File: src/rtl/dual_port_ram_scanner.sv
// DATA_W x 2**ADDR_W RAM with a handshaked write port, a host read port and an
// autonomous LED scanner; the array is zeroed after every reset before traffic is accepted.
module dual_port_ram_scanner #(
  parameter int unsigned DATA_W = 10,
  parameter int unsigned ADDR_W = 4,
  parameter int unsigned DWELL  = 25000000
) (
  input  logic              clk,
  input  logic              rst,
  input  logic              wr_valid,
  output logic              wr_ready,
  input  logic [ADDR_W-1:0] wr_addr,
  input  logic [DATA_W-1:0] wr_data,
  input  logic              rd_req,
  input  logic [ADDR_W-1:0] rd_addr,
  output logic              rd_valid,
  output logic [DATA_W-1:0] rd_data,
  input  logic              scan_en,
  output logic [ADDR_W-1:0] scan_addr,
  output logic [DATA_W-1:0] leds,
  output logic              busy
);

  localparam int unsigned DEPTH   = 2 ** ADDR_W;
  localparam int unsigned DWELL_W = (DWELL > 1) ? $clog2(DWELL) : 1;
  localparam logic [DWELL_W-1:0] DWELL_LAST = DWELL_W'(DWELL - 1);
  localparam logic [ADDR_W-1:0]  ADDR_LAST  = ADDR_W'(DEPTH - 1);

  typedef enum logic {
    ST_CLEAR = 1'b0,
    ST_RUN   = 1'b1
  } state_t;

  state_t              state_q, state_d;
  logic [ADDR_W-1:0]   clear_addr_q, clear_addr_d;
  logic [DWELL_W-1:0]  dwell_cnt, dwell_d;
  logic [ADDR_W-1:0]   scan_addr_d;

  logic                mem_we;
  logic [ADDR_W-1:0]   mem_waddr;
  logic [DATA_W-1:0]   mem_wdata;
  logic [ADDR_W-1:0]   ram_raddr;
  logic                host_rd;
  logic                scan_rd;

  logic [DATA_W-1:0]   mem [DEPTH];

  // Next-state, RAM port steering and scanner advance
  always_comb begin
    state_d      = state_q;
    clear_addr_d = clear_addr_q;
    dwell_d      = dwell_cnt;
    scan_addr_d  = scan_addr;
    mem_we       = 1'b0;
    mem_waddr    = wr_addr;
    mem_wdata    = wr_data;
    ram_raddr    = scan_addr;
    host_rd      = 1'b0;
    scan_rd      = 1'b0;

    case (state_q)
      ST_CLEAR: begin
        mem_we       = 1'b1;
        mem_waddr    = clear_addr_q;
        mem_wdata    = '0;
        clear_addr_d = clear_addr_q + 1'b1;
        if (clear_addr_q == ADDR_LAST) begin
          state_d = ST_RUN;
        end
      end
      ST_RUN: begin
        mem_we  = wr_valid && wr_ready;
        // Host owns the single read port when it asks; the scanner fills idle cycles
        host_rd = rd_req;
        scan_rd = !rd_req;
        if (rd_req) begin
          ram_raddr = rd_addr;
        end
        if (scan_en) begin
          if (dwell_cnt == DWELL_LAST) begin
            dwell_d     = '0;
            scan_addr_d = scan_addr + 1'b1;
          end else begin
            dwell_d = dwell_cnt + 1'b1;
          end
        end
      end
      default: begin
        state_d = ST_CLEAR;
      end
    endcase
  end

  // Control state, registered outputs and read-first data capture
  always_ff @(posedge clk or posedge rst) begin
    if (rst) begin
      state_q      <= ST_CLEAR;
      clear_addr_q <= '0;
      dwell_cnt    <= '0;
      scan_addr    <= '0;
      wr_ready     <= 1'b0;
      busy         <= 1'b1;
      rd_valid     <= 1'b0;
      rd_data      <= '0;
      leds         <= '0;
    end else begin
      state_q      <= state_d;
      clear_addr_q <= clear_addr_d;
      dwell_cnt    <= dwell_d;
      scan_addr    <= scan_addr_d;
      wr_ready     <= (state_d == ST_RUN);
      busy         <= (state_d == ST_CLEAR);
      rd_valid     <= host_rd;
      if (host_rd) begin
        rd_data <= mem[ram_raddr];
      end
      if (scan_rd) begin
        leds <= mem[ram_raddr];
      end
    end
  end

  // RAM array carries no reset; the CLEAR walk initialises it
  always_ff @(posedge clk) begin
    if (mem_we && !rst) begin
      mem[mem_waddr] <= mem_wdata;
    end
  end

endmodule

File: config.mk
export PLATFORM = sky130hd
export DESIGN_NAME = dual_port_ram_scanner
export DESIGN_NICKNAME = d
export VERILOG_FILES = /design/src/rtl/dual_port_ram_scanner.sv
export SDC_FILE = /design/constraint.sdc
export NUM_CORES = 1
export LEC_CHECK = 0
export BUFFER_PORTS_ARGS = -buffer_cell sky130_fd_sc_hd__buf_2
export CORE_MARGIN = 4
export CORE_UTILIZATION = 47
export DETAILED_ROUTE_END_ITERATION = 10
export GPL_TIMING_DRIVEN = 0
export HOLD_SLACK_MARGIN = 0.03
export PLACE_DENSITY = 0.75
export SETUP_SLACK_MARGIN = 0.05
export SLEW_MARGIN = 10
export SYNTH_ARGS = -nofsm -noshare
export SYNTH_HDL_FRONTEND = slang
export SYNTH_SLANG_ARGS = --single-unit
File: constraint.sdc
create_clock -name clk -period 3.6 [get_ports clk]
set_input_delay 0.36 -clock clk [delete_from_list [all_inputs] [get_ports clk]]
set_output_delay 0.36 -clock clk [all_outputs]
set_load 0.01 [all_outputs]
==> run_results.csv <==
group,metric,value,unit
floorplanning,die_x,155,µm
drt,viasPerCell,6.06,
floorplanning,start_util,48.1,%
placement,place_hpwl,17100,µm
clocking,cts.sinks,216,
floorplanning,die-area,24100,µm²
pwr,p_sw,0.00131,W
cells_and_area,syn_to_final_growth,14.0,%
clocking,postCtsSetupRepairBufs,0,
floorplanning,io_pins,50,
yosys,yosysSeqAreaShare,61.0,%
pwr,clkPwrFrac,43.3,%
cells_and_area,drive_gt1_share,15.2,%
critical_path,end_kind,"flip-flop",
clocking,cts_tree,"built",
pwr,p_int,0.00441,W
sta,max_freq,285,MHz
critical_path,crit_fanout,10,
drt,wl_per_cell,21.8,µm
sta,fin_worst_skew,0.0199,ns
floorplanning,core,21200,µm²
grt,antenna_found_initial,0,
floorplanning,dieHeight,155,µm
pwr,switching_share,22.9,%
critical_path,crit_arrival,3.64,ns
sta,relSlewSlack,22.0,%
cells_and_area,nets,897,
placement,place_congestion,0.868,
drt,drcViolationCount,0,
cells_and_area,antenna_cells,0,
grt,grt_use_met1,29.7,%
grt,grt_max_degree,35,
sta,setup_viol,0,
placement,portBuffers,48,
yosys,syn_nets,822,
yosys,synth-xor-area-share,1.98,%
sta,worst_slew_pin_slew,1.17,ns
pwr,powerDensity,494,nW/µm²
sta,rsz0062_at_grt,"yes",
drt,routed_wl,25300,µm
grt,grtUsageMet2,32.5,%
sta,fin_crit_sh,97.5,%
pwr,p_leak,4.31,nW
yosys,ys_async_sr_fraction,25.9,%
drt,firstDrtPassIters,6,
yosys,synth_top_family_by_area,"multiplexers",
grt,grt_usage,20.8,%
grt,overflow,0,
grt,grtUsageMet3,3.64,%
clocking,cts-root-buf,"clkbuf_16",
drt,antenna_left,0,
cells_and_area,design_area,11600,µm²
yosys,syn_inst,796,
hold_path,holdCritPathClass,"input port to flip-flop",
job,maxCapViolCount,0,
yosys,ys_seq_elements,216,
floorplanning,rows,53,
sta,maxSlewViolCount,0,
placement,place_area,10800,µm²
yosys,synthFlopType,"edfxtp_1",
yosys,synth_edf_count,160,
grt,busiest_layer,"met2",
critical_path,crit_path_start_kind,"flip-flop",
yosys,syn_area,10200,µm²
clocking,numCtsBuffers,23,
drt,drt_iter0_markers,741,
pwr,ir_drop,0.269,mV
pwr,pwr-share-comb,7.8,%
yosys,yosys.cell_types.count,53,
yosys,syn_avg_cell_area,12.8,µm²
drt,vias,7047,
yosys,yosys.area_share.simple,11.3,%
yosys,yosysWarnings,0,
clocking,path_clk_slew,0.06,ns
outcome,status,"complete, no violations",
clocking,insertion_delay,0.53,ns
clocking,cts_max_level,1,
yosys,yosys.area_share.adder,0.369,%
critical_path,crit_type,"flip-flop to flip-flop",
grt,grt_pass1_vias,6782,
yosys,muxShareOfSynthArea,13.1,%
cells_and_area,utilization,54.8,%
critical_path,worstPathRequired,3.73,ns
sta,hold_violations,0,
pwr,seq_power_share,48.9,%
clocking,ctsLongestPathBuffers,3,
grt,grt_first_pass_wirelength,38800,µm
yosys,synth_compound_area_share,9.84,%
sta,fin_crit,3.51,ns
## repair_timing
item,4_1_cts,5_1_grt
resized for setup,0,4
hold buffers,1,0
endpoints found under the hold margin,21,0
setup endpoints to repair,0,60
## final cells by class
class | instances | area (µm²)
Sequential cell | 216 | 6210
Multi-Input combinational cell | 524 | 3740
Clock inverter | 14 | 191
Buffer | 47 | 205
Fill cell | 1703 | 9560
Clock buffer | 28 | 604
Timing Repair Buffer | 50 | 270
Tap cell | 275 | 344
Inverter | 9 | 33.8
## state kept, by name, summed over array words and instances, names as in the netlist
register      count
mem             160
dwell_cnt        25
leds             10
rd_data          10
clear_addr_q      4
scan_addr         4
busy              1
rd_valid          1
state_q           1
## placed cells by master, fill, tap and decap left out, drive strengths merged, types with 15 or more instances in the layout
cell      n
edfxtp  160
mux2i   131
nor2     78
buf      77
dfrtp    55
clkbuf   47
nand2    44
a211oi   29
nand3    24
a21oi    20
o32a     19
and3     18
xnor2    15
## Yosys cell counts (all sizes together) (3+ instances only)
cell	count	area, µm²
a31o	3	26.3
dfrtp	55	1380
xnor2	15	131
o21ai	14	70.1
nand2b	3	18.8
mux2i	131	1310
nor2b	14	87.6
edfxtp	160	4800
buf	28	134
o211ai	12	90.1
a31oi	12	75.1
or4	5	37.5
ha	3	37.5
and4	4	35.0
a211oi	29	223
xor2	8	70.1
and2	14	87.6
nor2	78	293
o221ai	6	52.6
a21boi	3	22.5
nand4	12	75.1
nor3	6	30.0
o32a	19	190
a21oi	20	104
nand3	24	120
nand2	44	168
inv	9	33.8
o22a	3	26.3
o221a	6	67.6
clkbuf	19	71.3
and4b	3	30.0
and3	18	113
## worst max-delay path, stage by stage (launching register included)
cell      delay, ns
dfrtp_1        0.59
clkbuf_1       0.36
clkbuf_1       0.49
buf_1          0.39
nand2_1        0.11
o32a_1         0.26
nor2_1         0.90
## stage by stage
step / cells / total power [W] / hold slack (ns) / setup TNS [ns] / worst slack [ns]
2_1_floorplan: 796 / 0.00313 / 0.431 / 0 / 0.829
3_3_place_gp: 1119 / 0.00328 / 0.452 / -27.99 / -0.472
3_5_place_dp: 1120 / 0.00329 / 0.455 / 0 / 0.0983
4_1_cts: 1163 / 0.00575 / 0.211 / 0 / 0.0525
5_1_grt: 1163 / 0.00590 / 0.240 / -0.948 / -0.0550
6_report: 1163 / 0.00573 / 0.224 / 0 / 0.0916
## power groups by stage
stage | Sequential (W) | Clock (W) | Combinational [W]
6_report | 0.00280 | 0.00248 | 0.000447
2_1_floorplan | 0.00286 | 0 | 0.000273
3_3_place_gp | 0.00285 | 0 | 0.000429
5_1_grt | 0.00281 | 0.00260 | 0.000487
3_5_place_dp | 0.00285 | 0 | 0.000441
4_1_cts | 0.00280 | 0.00250 | 0.000445
## worst paths after layout
| path | start | endpoint | slack, ns | cells after the start |
|---|---|---|---|---|
| setup / recovery | state_q | mem[9][7] | 0.09 | 6 |
| hold / removal | scan_en | dwell_cnt[1] | 0.22 | 4 |
| setup reg to reg | state_q | mem[9][7] | 0.09 | 6 |
| hold reg to reg | dwell_cnt[22] | dwell_cnt[22] | 0.47 | 1 |
| max in group asynchronous | rst | rd_data[7] | 2.53 | 4 |
| min in group asynchronous | rst | clear_addr_q[0] | 0.45 | 3 |
## cells by family after synthesis
kind of cell | count (synthesis)
simple gates | 232
flops | 216
compound gates | 133
mux | 133
buf+inv | 56
xor+xnor | 23
fa+ha+maj | 3
## routing by layer
layer  up-vias  part of all wire (%)  wire, µm
met3        59                   8.7      2200
met1      3454                    42     10500
li1       3203                     -         -
met4         0                   2.8       717
met5         -                     0         0
met2       331                    47     11900
(Power assumes the default switching activity.)
